**src/rtl/comms_pkg.sv**
```systemverilog
// comms_pkg: shared state types and serial line levels for the comms link
package comms_pkg;
    typedef enum logic [1:0] {RX_IDLE, RX_START, RX_DATA, RX_STOP} rx_state_t;
    typedef enum logic [1:0] {TX_IDLE, TX_START, TX_DATA, TX_STOP} tx_state_t;
    localparam logic LINE_IDLE = 1'b1;
    localparam logic START_BIT = 1'b0;
    localparam logic STOP_BIT  = 1'b1;
endpackage

```
**src/rtl/comms_rx.sv**
```systemverilog
// comms_rx: input synchronizer and frame receiver sampling each bit at its centre
module comms_rx
    import comms_pkg::*;
#(
    parameter int P_CLKS_PER_BIT = 10,
    parameter int P_NUM_BITS     = 10
) (
    input  logic                  clk,
    input  logic                  rst,
    input  logic                  rx_input,
    output logic                  rx_valid,
    output logic [P_NUM_BITS-3:0] rx_data
);
    localparam int D  = P_NUM_BITS - 2;
    localparam int CW = $clog2(P_CLKS_PER_BIT + 1);
    localparam int BW = $clog2(P_NUM_BITS + 1);
    localparam logic [CW-1:0] HALF_END = CW'(P_CLKS_PER_BIT / 2 - 1);
    localparam logic [CW-1:0] BIT_END  = CW'(P_CLKS_PER_BIT - 1);
    localparam logic [BW-1:0] LAST_BIT = BW'(D - 1);
    rx_state_t     state;
    logic          sync_a;
    logic          rx_s;
    logic [CW-1:0] cnt;
    logic [BW-1:0] bit_cnt;
    always_ff @(posedge clk or negedge rst) begin
        if (!rst) begin
            sync_a   <= LINE_IDLE;
            rx_s     <= LINE_IDLE;
            state    <= RX_IDLE;
            cnt      <= '0;
            bit_cnt  <= '0;
            rx_valid <= 1'b0;
            rx_data  <= '0;
        end else begin
            sync_a   <= rx_input;
            rx_s     <= sync_a;
            rx_valid <= 1'b0;
            case (state)
                RX_IDLE: begin
                    cnt <= '0;
                    if (rx_s == START_BIT) state <= RX_START;
                end
                // a start bit that is gone by mid-bit is treated as a glitch
                RX_START: begin
                    if (cnt == HALF_END) begin
                        cnt     <= '0;
                        bit_cnt <= '0;
                        state   <= (rx_s == START_BIT) ? RX_DATA : RX_IDLE;
                    end else cnt <= cnt + 1'b1;
                end
                RX_DATA: begin
                    if (cnt == BIT_END) begin
                        cnt     <= '0;
                        rx_data <= {rx_s, rx_data[D-1:1]};
                        bit_cnt <= bit_cnt + 1'b1;
                        if (bit_cnt == LAST_BIT) state <= RX_STOP;
                    end else cnt <= cnt + 1'b1;
                end
                RX_STOP: begin
                    if (cnt == BIT_END) begin
                        cnt      <= '0;
                        rx_valid <= (rx_s == STOP_BIT);
                        state    <= RX_IDLE;
                    end else cnt <= cnt + 1'b1;
                end
                default: state <= RX_IDLE;
            endcase
        end
    end
endmodule

```
**src/rtl/comms_tx.sv**
```systemverilog
// comms_tx: frame transmitter with a registered serial output
module comms_tx
    import comms_pkg::*;
#(
    parameter int P_CLKS_PER_BIT = 10,
    parameter int P_NUM_BITS     = 10
) (
    input  logic                  clk,
    input  logic                  rst,
    input  logic                  start,
    input  logic [P_NUM_BITS-3:0] data,
    output logic                  accept,
    output logic                  tx_output
);
    localparam int D  = P_NUM_BITS - 2;
    localparam int CW = $clog2(P_CLKS_PER_BIT + 1);
    localparam int BW = $clog2(P_NUM_BITS + 1);
    localparam logic [CW-1:0] BIT_END  = CW'(P_CLKS_PER_BIT - 1);
    localparam logic [BW-1:0] LAST_BIT = BW'(D - 1);
    tx_state_t     state;
    logic [CW-1:0] cnt;
    logic [BW-1:0] bit_cnt;
    logic [D-1:0]  sh;
    logic          bit_done;
    assign bit_done = (cnt == BIT_END);
    // chaining straight out of the stop bit keeps back-to-back frames gapless
    assign accept = start && (state == TX_IDLE || (state == TX_STOP && bit_done));
    always_ff @(posedge clk or negedge rst) begin
        if (!rst) begin
            state     <= TX_IDLE;
            cnt       <= '0;
            bit_cnt   <= '0;
            sh        <= '0;
            tx_output <= LINE_IDLE;
        end else begin
            cnt <= (state == TX_IDLE || bit_done) ? '0 : cnt + 1'b1;
            if (accept) begin
                state     <= TX_START;
                sh        <= data;
                tx_output <= START_BIT;
            end else begin
                case (state)
                    TX_START: if (bit_done) begin
                        state     <= TX_DATA;
                        bit_cnt   <= '0;
                        tx_output <= sh[0];
                    end
                    TX_DATA: if (bit_done) begin
                        sh        <= sh >> 1;
                        bit_cnt   <= bit_cnt + 1'b1;
                        state     <= (bit_cnt == LAST_BIT) ? TX_STOP : TX_DATA;
                        tx_output <= (bit_cnt == LAST_BIT) ? STOP_BIT : sh[1];
                    end
                    TX_STOP: if (bit_done) state <= TX_IDLE;
                    default: ;
                endcase
            end
        end
    end
endmodule

```
**src/rtl/uart_comms.sv**
```systemverilog
// uart_comms: serial endpoint echoing every validly received word back out
module uart_comms
    import comms_pkg::*;
#(
    parameter int P_CLKS_PER_BIT        = 10,
    parameter int P_NUM_BITS_TO_SEND    = 10,
    parameter int P_NUM_BITS_TO_RECEIVE = 10
) (
    input  logic clk,
    input  logic rst,
    input  logic rx_input,
    output logic tx_output
);
    localparam int D = P_NUM_BITS_TO_SEND - 2;
    logic         rx_valid;
    logic [D-1:0] rx_data;
    logic [D-1:0] hold;
    logic         pending;
    logic         accept;
    comms_rx #(
        .P_CLKS_PER_BIT(P_CLKS_PER_BIT),
        .P_NUM_BITS    (P_NUM_BITS_TO_RECEIVE)
    ) u_rx (
        .clk     (clk),
        .rst     (rst),
        .rx_input(rx_input),
        .rx_valid(rx_valid),
        .rx_data (rx_data)
    );
    // a newer word replaces one the transmitter has not yet taken
    always_ff @(posedge clk or negedge rst) begin
        if (!rst) begin
            hold    <= '0;
            pending <= 1'b0;
        end else begin
            if (rx_valid) hold <= rx_data;
            pending <= rx_valid | (pending & ~accept);
        end
    end
    comms_tx #(
        .P_CLKS_PER_BIT(P_CLKS_PER_BIT),
        .P_NUM_BITS    (P_NUM_BITS_TO_SEND)
    ) u_tx (
        .clk      (clk),
        .rst      (rst),
        .start    (pending),
        .data     (hold),
        .accept   (accept),
        .tx_output(tx_output)
    );
endmodule

```
**config.mk**
```make
export PLATFORM = sky130hd
export DESIGN_NAME = uart_comms
export DESIGN_NICKNAME = d
export VERILOG_FILES = /design/src/rtl/comms_pkg.sv /design/src/rtl/comms_rx.sv /design/src/rtl/comms_tx.sv /design/src/rtl/uart_comms.sv
export SDC_FILE = /design/constraint.sdc
export NUM_CORES = 1
export LEC_CHECK = 0
export BUFFER_PORTS_ARGS = -buffer_cell sky130_fd_sc_hd__buf_2
export CORE_MARGIN = 1
export CORE_UTILIZATION = 40
export DETAILED_ROUTE_END_ITERATION = 7
export GPL_TIMING_DRIVEN = 0
export PLACE_DENSITY = 0.6
export SLEW_MARGIN = 10
export SYNTH_ARGS = -nofsm -noshare
export SYNTH_HDL_FRONTEND = slang
export SYNTH_HIERARCHICAL = 1
export SYNTH_SLANG_ARGS = --single-unit
```
**constraint.sdc**
```tcl
create_clock -name clk -period 3.8 [get_ports clk]
set_clock_uncertainty 0.15 [all_clocks]
set_input_delay 0.19 -clock clk [delete_from_list [all_inputs] [get_ports clk]]
set_output_delay 0.19 -clock clk [all_outputs]
set_load 0.03 [all_outputs]
```
# Word-level counts from Yosys, hierarchy flattened
# Cells that the tools add are included.
# totals
wordCells	95
regBits	49
input_bits	3
# op_classes
add_sub_neg	4
n_mux	33
eq_ne	21
reduce_logical	20
n_bitwise	3
# ops
op	count
$mux W4	7
$mux W8	3
$mux W2	10
$add A4 B1 Y4 const B	4
$pmux W4 S2	2
$eq A4 B3 Y1 const B	3
$ne A2 B1 Y1 const B	6
$pmux W4 S3	1
$ne A3 B2 Y1 const B	3
$eq A2 B2 Y1 const B	4
$eq A4 B4 Y1 const B	2
$pmux W2 S4	1
$reduce_and A4 Y1	2
$reduce_bool A2 Y1	4
$mux W1	7
$pmux W2 S3	1
$reduce_and A3 Y1	2
$reduce_and A5 Y1	1
$eq A2 B1 Y1 const B	2
$logic_not A2 Y1	2
$reduce_and A2 Y1	2
$reduce_bool A4 Y1	1
$reduce_bool A3 Y1	1
$logic_and A1 B1 Y1	2
7 further kinds	8

# Depth between registers and ports, before layout
# depth
word_depth	7
ltp_mapped	8
mapped_depth_nobuf	7

# By module
# Netlist, hierarchy kept.
# modules_own_cells
module	cells_each	n_inst	area_each_um2
comms_tx	102	1	1053.5
comms_rx	77	1	1002.2
uart_comms	20	1	369.1

# Least setup slack after synthesis
# Ideal clock, no wire load.
# synth_path
kind	reg-to-reg
from	reg u_tx.state[0]
to	reg u_tx.bit_cnt[3]
path_stages_with_launch	8
n_path_buf	1
arrival_time_ns	1.444
slack_ns	2.074
setup_time_ns	0.132
cell_sequence	dfrtp_1 > inv_1 > ha_1 > buf_2 > nor2_1 > o21ai_4 > o31ai_1 > o31ai_1
# synth_via
elab_chain_len	6
# synth_rtl
element	line	rtl
start: declaration	comms_tx.sv:20	tx_state_t state;
start signal: assignment	comms_tx.sv:51	state <= (bit_cnt == LAST_BIT) ? TX_STOP : TX_DATA;
$eq A2 B2 Y1	comms_tx.sv:27	assign accept = start && (state == TX_IDLE || (state == TX_STOP && bit_done));
$logic_and A1 B1 Y1	comms_tx.sv:27	
$logic_or A1 B1 Y1	comms_tx.sv:27	
$logic_and A1 B1 Y1	comms_tx.sv:27	
$not A1 Y1 (no line)	-	
$reduce_and A4 Y1 (no line)	-	
end signal: assignment	comms_tx.sv:50	bit_cnt <= bit_cnt + 1'b1;
end: declaration	comms_tx.sv:22	logic [BW-1:0] bit_cnt;
# Several ways; a longest one is shown, not always the timed one.
# A chain may end at the register's enable or synchronous reset.

# Worst setup path in the final report
# Same ends and word-level chain as after synthesis.

==> summary.txt <==
CTS Buf Count = 5
DR vias/cell = 5.16
DP Cell Count = 274
Vias in the first global route = 1431
Maximum vdd drop = 0.310 mV
Synth Register Bits = 49
Most frequent CP cell = o31ai_1
YS warnings = 6
Power per cell area = 577 nW/um2
Mux contribution to synthesized area = 0.127
Mapped cell area = 2420 um2
Row cnt = 27
CTS tree = done
Initial Util = 0.427
First DRT Iteration DRCs = 90
Top delay family on crit path = compound AO/OA/AOI/OAI gates
Mean area per synthesized cell = 12.2 um2
Clk sinks = 49
Startpoint types = flip-flop
Minimum period implied by the final worst setup slack = 1.92 ns
Die ar. = 6380 um2
Drt total wl = 3.76 mm
Crit path DAT = 1.95 ns
First-pass GRT wire length = 6.69 mm
Top FF cell, synth = dfrtp_1
Number of synthesized flops with an enable pin = 0
ANT nets after route = 0
Layout cells sized above 1 = 0.236
CP max stage delay = 0.42 ns
Setup-failing EPs final = 0
Core ar. = 5680 um2
Worst-Margin Slew = 0.629 ns
Largest net degree at the start of global routing = 50
Leakage = 0.00127 uW
Worst Setup End Kind = flip-flop
Hold_sp = u_rx/sync_a
Wirelength per Cell = 13.2 um
Largest family of logic cells by synthesized area = simple AND/OR/NAND/NOR gates
Ports = 4
Final HPWL from detailed placement = 2.55 mm
Layout area overhead = 10.2%
CP max-delay cell = dfrtp_1
Crit-path cells = inv_1, ha_1, buf_2, nor2_1, o21ai_4, o31ai_1, o31ai_1
Buffers & Inverters on Critical Path = 2
Residual DRC = 0
GRT Total Usage = 0.138
Clock-pin slew of the registers on the worst-case setup and hold paths = 0.09 ns
Class of the tightest hold or removal check = reg -> reg
Critical-path maximum fanout = 9
Filler cells = 534
Routability cong. = 0.751
DRT Pass-1 Iters = 4
Worst-Skew Late Latency = 0.30 ns
H-tree Lvls = 2
Maximum clock frequency = 520 MHz
Adder-Cell Fraction of Synth Area = 0.0568
Slew Limit Fails = 0
Required @ worst endpoint = 3.83 ns
Syn nets = 213
Post-synthesis simple-gate area fraction = 0.149
Die Wd = 79.9 um
Max Cap Violations = 0
Fin Setup TNS = 0 ns
Die Y-Extent = 79.9 um
Placed instance area = 2530 um2
Final instance area = 2670 um2
Worst Setup SP = u_tx/state[0]
Via count = 1466
Root Driver = clkbuf_8
Status = finished clean
Async set-reset flop share out of synthesis = 1.00
Fin crit share = 0.506
Register area share after synthesis = 0.507
Worst rel slew slack = 0.581
Cts repair resizes = 0
Layout Nets = 225
Initial antenna violation count = 0
Grt ovf = 0
Layout Cells excl Fill = 284
Critical path class = reg -> reg
Synthesized netlist cell count = 199
Clk buf depth = 2
Synth Area in Compound Gates = 0.108
Antenna cells = 0
Unrepaired setup endpoints after global routing = false
Worst R2R Start = u_tx/state[0]
Hold Vio Cnt, Final = 0
Final core utilization = 0.471
Port Buffer Count = 3
Post-Synth XOR/XNOR Area = 0.0181
Synth cell types = 49
-- synth_stat cells, types with 3 or more instances --
master	n	area (um2)
dfrtp_1	46	1150
nand2_1	18	67.6
ha_1	11	138
mux2_4	10	150
mux2i_1	8	80.1
o21ai_0	8	40.0
inv_1	7	26.3
mux2_2	7	78.8
nor3_1	7	35.0
a21oi_1	6	30.0
nor2_1	4	15.0
nor2b_1	4	25.0
buf_2	3	15.0
buf_6	3	33.8
dfstp_2	3	78.8
nand3_1	3	15.0
o21ai_1	3	15.0
o31ai_1	3	22.5
xnor2_1	3	26.3
-- registers in the layout (all words and copies together) (netlist names), named ones only --
name,cells
hold,8
pending,1
u_rx/bit_cnt,4
u_rx/cnt,4
u_rx/rx_data,8
u_rx/rx_s,1
u_rx/rx_valid,1
u_rx/state,1
u_rx/sync_a,1
u_tx/bit_cnt,4
u_tx/cnt,4
u_tx/sh,8
u_tx/state,2
u_tx/tx_output,1
-- cell type report --
type	instances	area (um2)	share of cell area
Tap cell	72	90.1	0.0337
Timing Repair Buffer	5	37.5	0.0140
Clock inverter	2	37.5	0.0140
Buffer	7	52.6	0.0197
Clock buffer	6	82.6	0.0309
Sequential cell	49	1230	0.460
Multi-Input combinational cell	135	1110	0.416
Inverter	8	30.0	0.0112
-- worst reg2reg max path, cell delays in order, from the launching register on --
cell     delay, ns
dfrtp_1       0.42
inv_1         0.08
ha_1          0.19
buf_2         0.18
nor2_1        0.31
o21ai_4       0.13
o31ai_1       0.24
o31ai_1       0.11
-- layer usage --
| metal | vias to the layer above | wire length, um | part of all wire | GRT usage |
|---|---|---|---|---|
| met5 | - | 0 | 0 | 0 |
| met4 | 0 | 63 | 0.017 | 0.0536 |
| met3 | 6 | 108 | 0.029 | 0.0377 |
| met2 | 15 | 1690 | 0.45 | 0.223 |
| met1 | 712 | 1900 | 0.50 | 0.174 |
| li1 | 733 | - | - | - |
-- where the power goes --
part / leakage, uW / internal, uW / switching (uW) / total, uW
logic: 0.000564 / 208 / 232 / 440
registers: 0.000645 / 614 / 101 / 715
clock network: 0.0000574 / 214 / 171 / 385
total: 0.00127 / 1040 / 505 / 1540
-- logic make-up (layout without fill, tap and decap cells) --
logic type | count (synthesis) | count (layout)
buffers and inverters | 15 | 28
DFF | 49 | 49
muxes | 25 | 25
AOI/OAI and AO/OA | 36 | 36
adders and majority gates | 11 | 11
and+or+nand+nor | 58 | 58
xor gates and xnor gates | 5 | 5
-- stage by stage --
| step | hold WS (ns) | total power, uW | worst slack (ns) |
|---|---|---|---|
| floorplan | -0.256 | 1070 | 2.07 |
| global placement | 0.145 | 1160 | 1.92 |
| detailed placement | 0.146 | 1170 | 1.89 |
| CTS | 0.211 | 1560 | 1.88 |
| global route | 0.220 | 1660 | 1.75 |
| finish | 0.210 | 1540 | 1.88 |
-- placed cells by master, fill, tap and decap left out, types with 3 or more instances in the layout --
cell type	n
nand3_1	3
o31ai_1	3
nor2_1	4
dfrtp_1	46
buf_2	5
mux2_4	10
nor2b_1	4
ha_1	11
dfstp_2	3
nor3_1	7
a21oi_1	6
buf_6	3
mux2_2	7
nand2_1	18
o21ai_0	8
inv_1	7
o21ai_1	3
xnor2_1	3
mux2i_1	8
clkbuf_8	6
-- path summary, 6_finish.rpt --
path / end / slack (ns) / depth (start not counted)
setup / recovery: u_tx/bit_cnt[3] / 1.88 / 7
hold / removal: u_rx/rx_s / 0.21 / 0
min in group asynchronous: u_tx/cnt[3] / 0.30 / 2
setup reg to reg: u_tx/bit_cnt[3] / 1.88 / 7
hold reg to reg: u_rx/rx_s / 0.21 / 0
max in group asynchronous: hold[7] / 2.78 / 2
-- timing repair --
| item | in CTS | in global routing |
|---|---|---|
| setup buffers | 0 | 0 |
| hold endpoints to repair | 47 | 0 |
| hold buffers | 2 | 0 |
Note: power is estimated with default switching activity, not from simulation.
